## src/rtl/text_mode_gen.sv

```systemverilog
// Character-cell text-mode video generator: raster timing, screen/font fetch, colour, cursor and blink.
// Latency: 3 enabled pixels from counter state to every output; no backpressure, pix_ce_i=0 freezes all state.
module text_mode_gen #(
    parameter int H_ACTIVE   = 640,
    parameter int H_FP       = 16,
    parameter int H_SYNC     = 96,
    parameter int H_BP       = 48,
    parameter int V_ACTIVE   = 480,
    parameter int V_FP       = 10,
    parameter int V_SYNC     = 2,
    parameter int V_BP       = 33,
    parameter int CHAR_W     = 8,
    parameter int CHAR_H     = 16,
    parameter int COLS       = 80,
    parameter int ROWS       = 30,
    parameter bit SYNC_POL   = 1'b0,
    parameter int BLINK_LOG2 = 4,
    localparam int ADDR_W    = $clog2(COLS*ROWS),
    localparam int SY_W      = $clog2(CHAR_H)
) (
    input  logic                 clk,
    input  logic                 rst_n,
    input  logic                 pix_ce_i,
    output logic [ADDR_W-1:0]    screen_addr_o,
    input  logic [7:0]           chr_i,
    input  logic [7:0]           attr_i,
    output logic [8+SY_W-1:0]    font_addr_o,
    input  logic [CHAR_W-1:0]    font_i,
    input  logic [6:0]           cursor_col_i,
    input  logic [4:0]           cursor_row_i,
    input  logic                 cursor_en_i,
    output logic [3:0]           r_vga_o,
    output logic [3:0]           g_vga_o,
    output logic [3:0]           b_vga_o,
    output logic                 h_sync_o,
    output logic                 v_sync_o,
    output logic                 de_o,
    output logic                 frame_o
);

    localparam int H_TOTAL = H_ACTIVE + H_FP + H_SYNC + H_BP;
    localparam int V_TOTAL = V_ACTIVE + V_FP + V_SYNC + V_BP;
    localparam int H_W     = $clog2(H_TOTAL);
    localparam int V_W     = $clog2(V_TOTAL);
    localparam int SX_W    = $clog2(CHAR_W);
    localparam int COL_W   = $clog2(COLS + 1);
    localparam int ROW_W   = $clog2(ROWS + 1);
    localparam int BC_W    = BLINK_LOG2 + 1;

    if (H_ACTIVE != COLS*CHAR_W || V_ACTIVE != ROWS*CHAR_H) begin : g_geometry_check
        $error("text_mode_gen: active area must exactly cover the character grid");
    end

    typedef struct packed {
        logic            de;
        logic            hs;
        logic            vs;
        logic            fr;
        logic            hit;
        logic            blink;
        logic [SX_W-1:0] subx;
    } pix_meta_t;

    logic [H_W-1:0]    h_q, h_d;
    logic [V_W-1:0]    v_q, v_d;
    logic [SX_W-1:0]   subx_q, subx_d;
    logic [COL_W-1:0]  col_q, col_d;
    logic [SY_W-1:0]   suby_q, suby_d;
    logic [ROW_W-1:0]  row_q, row_d;
    logic [ADDR_W-1:0] rbase_q, rbase_d;
    logic [BC_W-1:0]   blink_q, blink_d;

    logic [ADDR_W-1:0] addr_q, addr_d;
    pix_meta_t         s1_q, s1_d;
    logic [SY_W-1:0]   s1_suby_q, s1_suby_d;

    logic [8+SY_W-1:0] fa_q, fa_d;
    pix_meta_t         s2_q, s2_d;
    logic [7:0]        s2_attr_q, s2_attr_d;

    logic [3:0]        r_q, r_d, g_q, g_d, b_q, b_d;
    logic              hs_q, hs_d, vs_q, vs_d, de_q, de_d, frame_q, frame_d;

    logic              in_active;
    logic              cur_hit;
    logic              glyph_bit;
    logic              pix_on;
    logic [3:0]        irgb;

    function automatic logic [3:0] level(input logic chan, input logic inten);
        return (chan ? 4'hA : 4'h0) + (inten ? 4'h5 : 4'h0);
    endfunction

    always_comb begin
        h_d       = h_q;
        v_d       = v_q;
        subx_d    = subx_q;
        col_d     = col_q;
        suby_d    = suby_q;
        row_d     = row_q;
        rbase_d   = rbase_q;
        blink_d   = blink_q;
        addr_d    = addr_q;
        s1_d      = s1_q;
        s1_suby_d = s1_suby_q;
        fa_d      = fa_q;
        s2_d      = s2_q;
        s2_attr_d = s2_attr_q;
        r_d       = r_q;
        g_d       = g_q;
        b_d       = b_q;
        hs_d      = hs_q;
        vs_d      = vs_q;
        de_d      = de_q;
        frame_d   = 1'b0;

        in_active = (int'(h_q) < H_ACTIVE) && (int'(v_q) < V_ACTIVE);
        // Range checks on the cursor stop wide cursor values aliasing onto a real cell.
        cur_hit   = cursor_en_i && !blink_q[BLINK_LOG2] && in_active
                    && (int'(cursor_col_i) < COLS) && (int'(cursor_row_i) < ROWS)
                    && (int'(col_q) == int'(cursor_col_i))
                    && (int'(row_q) == int'(cursor_row_i))
                    && (int'(suby_q) >= CHAR_H - 2);
        glyph_bit = font_i[SX_W'(CHAR_W - 1) - s2_q.subx] && !(s2_attr_q[7] && s2_q.blink);
        pix_on    = glyph_bit ^ s2_q.hit;
        irgb      = pix_on ? s2_attr_q[3:0] : {1'b0, s2_attr_q[6:4]};

        if (pix_ce_i) begin
            if (int'(h_q) == H_TOTAL - 1) begin
                h_d    = '0;
                subx_d = '0;
                col_d  = '0;
                if (int'(v_q) == V_TOTAL - 1) begin
                    v_d     = '0;
                    suby_d  = '0;
                    row_d   = '0;
                    rbase_d = '0;
                    blink_d = blink_q + 1'b1;
                end else begin
                    v_d = v_q + 1'b1;
                    if (int'(suby_q) == CHAR_H - 1) begin
                        suby_d  = '0;
                        row_d   = row_q + 1'b1;
                        rbase_d = rbase_q + ADDR_W'(COLS);
                    end else begin
                        suby_d = suby_q + 1'b1;
                    end
                end
            end else begin
                h_d = h_q + 1'b1;
                if (int'(subx_q) == CHAR_W - 1) begin
                    subx_d = '0;
                    col_d  = col_q + 1'b1;
                end else begin
                    subx_d = subx_q + 1'b1;
                end
            end

            if (in_active) begin
                addr_d = rbase_q + ADDR_W'(col_q);
            end
            s1_d.de    = in_active;
            s1_d.hs    = (int'(h_q) >= H_ACTIVE + H_FP) && (int'(h_q) < H_ACTIVE + H_FP + H_SYNC);
            s1_d.vs    = (int'(v_q) >= V_ACTIVE + V_FP) && (int'(v_q) < V_ACTIVE + V_FP + V_SYNC);
            s1_d.fr    = (h_q == '0) && (v_q == '0);
            s1_d.hit   = cur_hit;
            s1_d.blink = blink_q[BLINK_LOG2];
            s1_d.subx  = subx_q;
            s1_suby_d  = suby_q;

            fa_d      = {chr_i, s1_suby_q};
            s2_d      = s1_q;
            s2_attr_d = attr_i;

            r_d     = s2_q.de ? level(irgb[2], irgb[3]) : 4'h0;
            g_d     = s2_q.de ? level(irgb[1], irgb[3]) : 4'h0;
            b_d     = s2_q.de ? level(irgb[0], irgb[3]) : 4'h0;
            hs_d    = s2_q.hs ? SYNC_POL : ~SYNC_POL;
            vs_d    = s2_q.vs ? SYNC_POL : ~SYNC_POL;
            de_d    = s2_q.de;
            frame_d = s2_q.fr;
        end
    end

    always_ff @(posedge clk or negedge rst_n) begin
        if (!rst_n) begin
            h_q       <= '0;
            v_q       <= '0;
            subx_q    <= '0;
            col_q     <= '0;
            suby_q    <= '0;
            row_q     <= '0;
            rbase_q   <= '0;
            blink_q   <= '0;
            addr_q    <= '0;
            s1_q      <= '0;
            s1_suby_q <= '0;
            fa_q      <= '0;
            s2_q      <= '0;
            s2_attr_q <= '0;
            r_q       <= '0;
            g_q       <= '0;
            b_q       <= '0;
            hs_q      <= ~SYNC_POL;
            vs_q      <= ~SYNC_POL;
            de_q      <= 1'b0;
            frame_q   <= 1'b0;
        end else begin
            h_q       <= h_d;
            v_q       <= v_d;
            subx_q    <= subx_d;
            col_q     <= col_d;
            suby_q    <= suby_d;
            row_q     <= row_d;
            rbase_q   <= rbase_d;
            blink_q   <= blink_d;
            addr_q    <= addr_d;
            s1_q      <= s1_d;
            s1_suby_q <= s1_suby_d;
            fa_q      <= fa_d;
            s2_q      <= s2_d;
            s2_attr_q <= s2_attr_d;
            r_q       <= r_d;
            g_q       <= g_d;
            b_q       <= b_d;
            hs_q      <= hs_d;
            vs_q      <= vs_d;
            de_q      <= de_d;
            frame_q   <= frame_d;
        end
    end

    assign screen_addr_o = addr_q;
    assign font_addr_o   = fa_q;
    assign r_vga_o       = r_q;
    assign g_vga_o       = g_q;
    assign b_vga_o       = b_q;
    assign h_sync_o      = hs_q;
    assign v_sync_o      = vs_q;
    assign de_o          = de_q;
    assign frame_o       = frame_q;

endmodule
```

## config.mk

```make
export PLATFORM = sky130hd
export DESIGN_NAME = text_mode_gen
export DESIGN_NICKNAME = d
export VERILOG_FILES = /design/src/rtl/text_mode_gen.sv
export SDC_FILE = /design/constraint.sdc
export NUM_CORES = 1
export LEC_CHECK = 0
export BUFFER_PORTS_ARGS = -buffer_cell sky130_fd_sc_hd__buf_2
export CELL_PAD_IN_SITES_DETAIL_PLACEMENT = 0
export CELL_PAD_IN_SITES_GLOBAL_PLACEMENT = 1
export CORE_ASPECT_RATIO = 1.5
export CORE_MARGIN = 1.5
export CORE_UTILIZATION = 30
export DETAILED_ROUTE_END_ITERATION = 10
export PLACE_DENSITY = 0.6
export SETUP_SLACK_MARGIN = 0.5
export SYNTH_ARGS = -nofsm -noshare
export SYNTH_HDL_FRONTEND = slang
export SYNTH_SLANG_ARGS = --single-unit
```

## constraint.sdc

```tcl
create_clock -name clk -period 2.3 [get_ports clk]
set_clock_uncertainty 0.1 [all_clocks]
set_input_delay 0.23 -clock clk [delete_from_list [all_inputs] [get_ports clk]]
set_output_delay 0.23 -clock clk [all_outputs]
set_load 0.005 [all_outputs]
```

Word level (Yosys, flattened, before mapping)
Index checks and enable logic that the tools add are counted.

Flip-flop bits (word level): 126. Bits of input ports: 40. Output and inout bits: 40. Word-level logic and storage cells: 112.

Add/subtract/negate cells: 13. Order comparisons: 10. Equal/unequal tests: 6. Multiplexer cells: 25. Bitwise gates (word level): 1. Reduce and logical (&&, ||, !) cells: 24.

Operators by type and width (count): $mux W4 (9); $mux W12 (2); $add A10 B1 Y10 const B (2); $logic_not A10 Y1 (2); $lt A10 B10 Y1 const B (2); $lt A10 B9 Y1 const B (2); $mux W10 (2); $mux W7 (2); $logic_and A1 B1 Y1 (13); $add A12 B7 Y12 (1); $add A12 B7 Y12 const B (1); $add A5 B1 Y5 const B (2); $eq A10 B10 Y1 const B (1); $eq A10 B9 Y1 const B (1); $ge A10 B10 Y1 const B (1); $ge A10 B9 Y1 const B (1); $mux W5 (2); $mux W3 (3); $add A4 B4 Y4 (2); $add A7 B1 Y7 const B (1); $eq A7 B7 Y1 (1); $lt A7 B7 Y1 const B (1); $reduce_and A2 Y1 (3); $reduce_and A3 Y1 (2); other kinds (15) (20).

Longest topological paths before layout
Depth in word-level cells: 9. Gate-level depth with buffers: 7.

Least setup slack after synthesis
OpenSTA, ideal clock, no wires.

Kind: reg-to-reg. Start point: register v_q[0]. End point: register blink_q[1]. Setup time: 0.128 ns. Arrival: 1.773 ns. Required time: 2.072 ns. Slack: 0.299 ns. Cell stages (with the launch flop): 7. Buffers on the path: 0. Clock period less this slack: 2.001 ns. Path through: dfrtp_1 > inv_1 > ha_1 > nor4b_2 > nand3_1 > nor2_2 > mux2_1.

Word-level cells in the longest chain between the ends: 2.

Ends and longest elaborated chain: start: declaration (line 65) `logic [V_W-1:0] v_q, v_d;`; start signal: assignment (line 210) `v_q <= v_d;`; $eq A10 B10 Y1 (line 133) `if (int'(v_q) == V_TOTAL - 1) begin`; $reduce_and A3 Y1 (no line); end signal: assignment (line 216) `blink_q <= blink_d;`; end: declaration (line 71) `logic [BC_W-1:0] blink_q, blink_d;`.

No other way between the ends. A chain may end at the register's enable or synchronous reset.

Worst setup path in the final report
Start point: register h_q[9]. End point: register row_q[3].

Word-level cells in the longest chain between the ends: 2.

Ends and longest elaborated chain: start: declaration (line 64) `logic [H_W-1:0] h_q, h_d;`; start signal: assignment (line 187) `h_q <= '0;`; start signal: assignment (line 209) `h_q <= h_d;`; $eq A10 B9 Y1 (line 129) `if (int'(h_q) == H_TOTAL - 1) begin`; $reduce_and A3 Y1 (no line); end signal: assignment (line 214) `row_q <= row_d;`; end: declaration (line 69) `logic [ROW_W-1:0] row_q, row_d;`.

No other way between the ends.

==> results.md <==
- The flow ran to the end, and the final reports show no timing, DRC or antenna violations.
- For this configuration, the core starts out at a cell density of 0.307.
- The number of nets in the synthesized netlist is 546.
- The worst-path maximum fanout is 6.
- The endpoint kind of the worst setup timing path is a flop.
- The share of the Yosys chip area taken by registers is 0.516.
- The average footprint of a synthesized cell is 11.3 µm².
- The tightest min-delay check is of the in -> reg type.
- By startpoint and endpoint, the worst setup path is classified as reg -> reg.
- The number of instances in the synthesized netlist is 490.
- The total wire length after detailed routing is 13.9 mm.
- The worst hold-check slack is 133 ps.
- The launch point of the worst path is h_q[9]$_DFFE_PN0P_.
- The critical path data arrival time is 2290 ps.
- The total non-filler cell area in the finished layout is 7640 µm².
- The share of synthesized area in the top cell type comes to 0.506.
- In the final layout, the share of cells above drive strength 1 is 0.396.
- Setup repair after global routing could not meet its margin everywhere.
- The global-route wire length before repair is 22.0 mm.
- Of all flip-flops after synthesis, the portion carrying an async set or reset was 1.00.
- For this run, the share of the core covered by cells in the final layout is 0.424.
- The detail route stage leaves a number of antenna-violating nets equal to 0.
- The setup-violating endpoint count in the final report is 0.
- The synthesized flop and latch total is 114.
- The largest single stage delay on the critical path is 470 ps.
- The count of max-cap constraint violations is 0.
- The initial antenna violation count is 0.
- The cell sitting at the root of the clock tree is a clkbuf_16.
- After floorplanning, the core was sized to cover 18000 µm².
- For this run, the leading register cell type out of synthesis is dfrtp_1.
- The later pin in the worst-skew pair is clocked with a latency of 410 ps.
- In this run the count of I/O pins placed on the die edge is 80.
- The first TritonRoute pass finished after 4 iterations.
- The leakage power summed over all cells is 0.00353 µW.
- Port buffering added 79 buffers.
- The total die area is 19300 µm².
- The cell accounting for the most synthesized area is dfrtp_1.
- The most frequent cell after synthesis is dfrtp_1.
- The number of buffer and inverter instances along the worst setup path is 1.
- On the critical path the largest part of the delay comes from simple AND/OR/NAND/NOR gates.
- Data on the critical path is required at its endpoint by 2550 ps.
- The setup TNS is 0 ps.
- After detailed routing, the number of remaining DRC violations is 0.
- The power per cell area is 837 nW/µm².
- The number of buffers on the longest clock path is 2.
- After detailed routing, the average wire length per cell comes to 16.2 µm.
- For this run, the post-layout net count is 682.
- The placement-stage cell area is 6320 µm².
- The maximum vdd ir drop is 498 µV.
- The weighted congestion at the end of routability-driven global placement is 0.836.
- The critical path goes through and2_1 > nand4_4 > buf_6 > or4_1 > a21oi_2.
- The horizontal die dimension is 114 µm.
- The number of global-route vias before repair is 4356.
- The startpoint identified for the worst register-to-register timing path is h_q[9]$_DFFE_PN0P_.
- For the pin with the worst max-slew slack, the measured transition is 584 ps.
- The element type at the critical path start is a flop.
- The remaining global-route overflow is 0.
- The clock-pin slew of the registers on the worst-case setup and hold paths is 60 ps.
- The final critical-path share of the clock period is 0.890.
- The commonest cells after synthesis are dfrtp_1, mux2_2, nand2_1.
- The area added between synthesis and finish is 38.1%.
- Summing every instance area after synthesis gives 5540 µm².
- The number of enable flip-flop cells after synthesis is 0.
- The total clock buffers created by CTS is 17.
- Using the TritonRoute via totals, the vias-per-cell ratio works out to 5.09.
- The highest clock frequency the design can meet is 488 MHz.
- The count of standard-cell rows is 60.
- The max-slew violation count is 0.
- The Yosys step of the flow raised 0 warnings.
- The repair_antennas step left the layout with diodes totalling 0.
- Yosys attributes the largest share of cell area to dfrtp_1, mux2_2, xnor2_1.
- The first routing iteration left 211 violations.
- Across every metal layer, demand over resource in global routing totals 0.147.
- The die is 169 µm tall.
- In this run the most critical hold path is launched from cursor_row_i[4].
- The number of different library cells used by synthesis comes to 60.
- The master of the slowest instance on the critical path is dfrtp_1.
- TritonCTS built the clock tree.
- The H-tree was split into 4 levels.
- The shortest clock period the worst path allows after layout is 2050 ps.
- The final hold violation count was 0.
- Detailed placement ended at an HPWL of 9.51 mm.
- The worst relative slew slack is 0.611.
- For this design, the sink count on the clock tree is 114.
- The pin count of the biggest net entering global routing is 43.
- The via count of the routed design is 4360.
layout make-up:
class	count	area [µm²]
inverters	10	37.5
fillers	1734	10400
multi-input cells	339	2800
clock buffers	24	492
well taps	217	272
repair buffers	144	1040
clock inverters	8	149
flip-flops and latches	114	2860
final timing paths:
path	to	slack [ps]	cells past startpoint
min in group asynchronous	s1_suby_q[0]$_DFFE_PN0P_	270	2
setup reg to reg	row_q[3]$_DFFE_PN0P_	250	5
hold / removal	s1_q[4]$_DFFE_PN0P_	130	4
setup / recovery	row_q[3]$_DFFE_PN0P_	250	5
max in group asynchronous	h_sync_o$_DFFE_PN1P_	1100	3
hold reg to reg	h_sync_o$_DFFE_PN1P_	310	1
layout by cell type, fill, tap and decap left out, types with 4 or more instances in the layout:
| cell | Yosys | final |
|---|---|---|
| mux2_2 | 38 | 38 |
| nor2_2 | 1 | 5 |
| buf_6 | 1 | 12 |
| or4_1 | 7 | 6 |
| nor3_1 | 7 | 6 |
| buf_12 | 0 | 5 |
| o21ai_0 | 26 | 19 |
| xor2_1 | 12 | 12 |
| buf_2 | 5 | 78 |
| clkbuf_16 | 0 | 17 |
| buf_4 | 9 | 32 |
| o21ai_2 | 0 | 8 |
| nand2_1 | 36 | 33 |
| and2_1 | 4 | 4 |
| a21o_1 | 11 | 11 |
| xnor2_1 | 23 | 22 |
| inv_1 | 10 | 10 |
| nand4_1 | 16 | 16 |
| dfrtp_1 | 112 | 112 |
| clkbuf_8 | 0 | 4 |
| nand3_1 | 19 | 14 |
| or3_1 | 7 | 7 |
| dlygate4sd3_1 | 0 | 17 |
| ha_1 | 16 | 14 |
| and3_1 | 9 | 7 |
| a32o_1 | 4 | 4 |
| a21oi_1 | 16 | 12 |
| bufinv_16 | 0 | 4 |
| nor2_1 | 16 | 9 |
| a31oi_1 | 7 | 6 |
| nor3b_1 | 4 | 4 |
| o31ai_1 | 8 | 5 |
worst reg2reg max path: cells and delay by family, from the launching register on:
family	cells	cell delay (ps)
and+or+nand+nor	3	1090
buffers and inverters	1	190
AOI/OAI and AO/OA	1	130
DFF	1	470
per-stage QoR:
step	cells	worst slack (ps)	total power (µW)
finish	856	252	6400
global route	856	164	6710
CTS	847	241	6430
detailed placement	785	163	3400
global placement	785	206	3370
floorplan	490	379	3050
layer usage:
layer / GRT usage / share of wire / vias up
li1: - / - / 2070
met1: 0.168 / 0.42 / 2163
met2: 0.259 / 0.52 / 102
met3: 0.0339 / 0.037 / 25
met4: 0.0701 / 0.024 / 0
met5: 0 / 0 / -
state kept, by name, indices dropped and copies added, names as in the netlist, 7 cells and up:
register and count:
h_q 10, screen_addr_o 12, s1_q 9, font_addr_o 12, col_q 7, s2_q 9, v_q 10, rbase_q 8
s2_attr_q 8
report_power, final:
group | switching [µW] | internal (µW) | leakage, µW
Clock | 910 | 1930 | 0.000307
Combinational | 485 | 618 | 0.00173
Sequential | 229 | 2230 | 0.00149
Total | 1620 | 4770 | 0.00353
what timing repair did:
action,in CTS,in global routing
hold endpoints to repair,54,0
gates cloned,1,1
hold buffers,17,0
pin swaps,29,15
gates resized for setup,33,47
endpoints found under the setup margin,52,63
buffers inserted,12,8
cell families (layout without fill, tap and decap cells):
group / Yosys count / count (layout) / share of synthesized area
other cells: 1 / 1 / 0.000677
flops: 114 / 114 / 0.516
simple gates: 146 / 148 / 0.151
mux: 46 / 46 / 0.0965
xor+xnor: 35 / 35 / 0.0554
compound gates: 93 / 93 / 0.110
buf+inv: 39 / 186 / 0.0350
fa+ha+maj: 16 / 16 / 0.0362
Note: power is estimated with default switching activity, not from simulation.
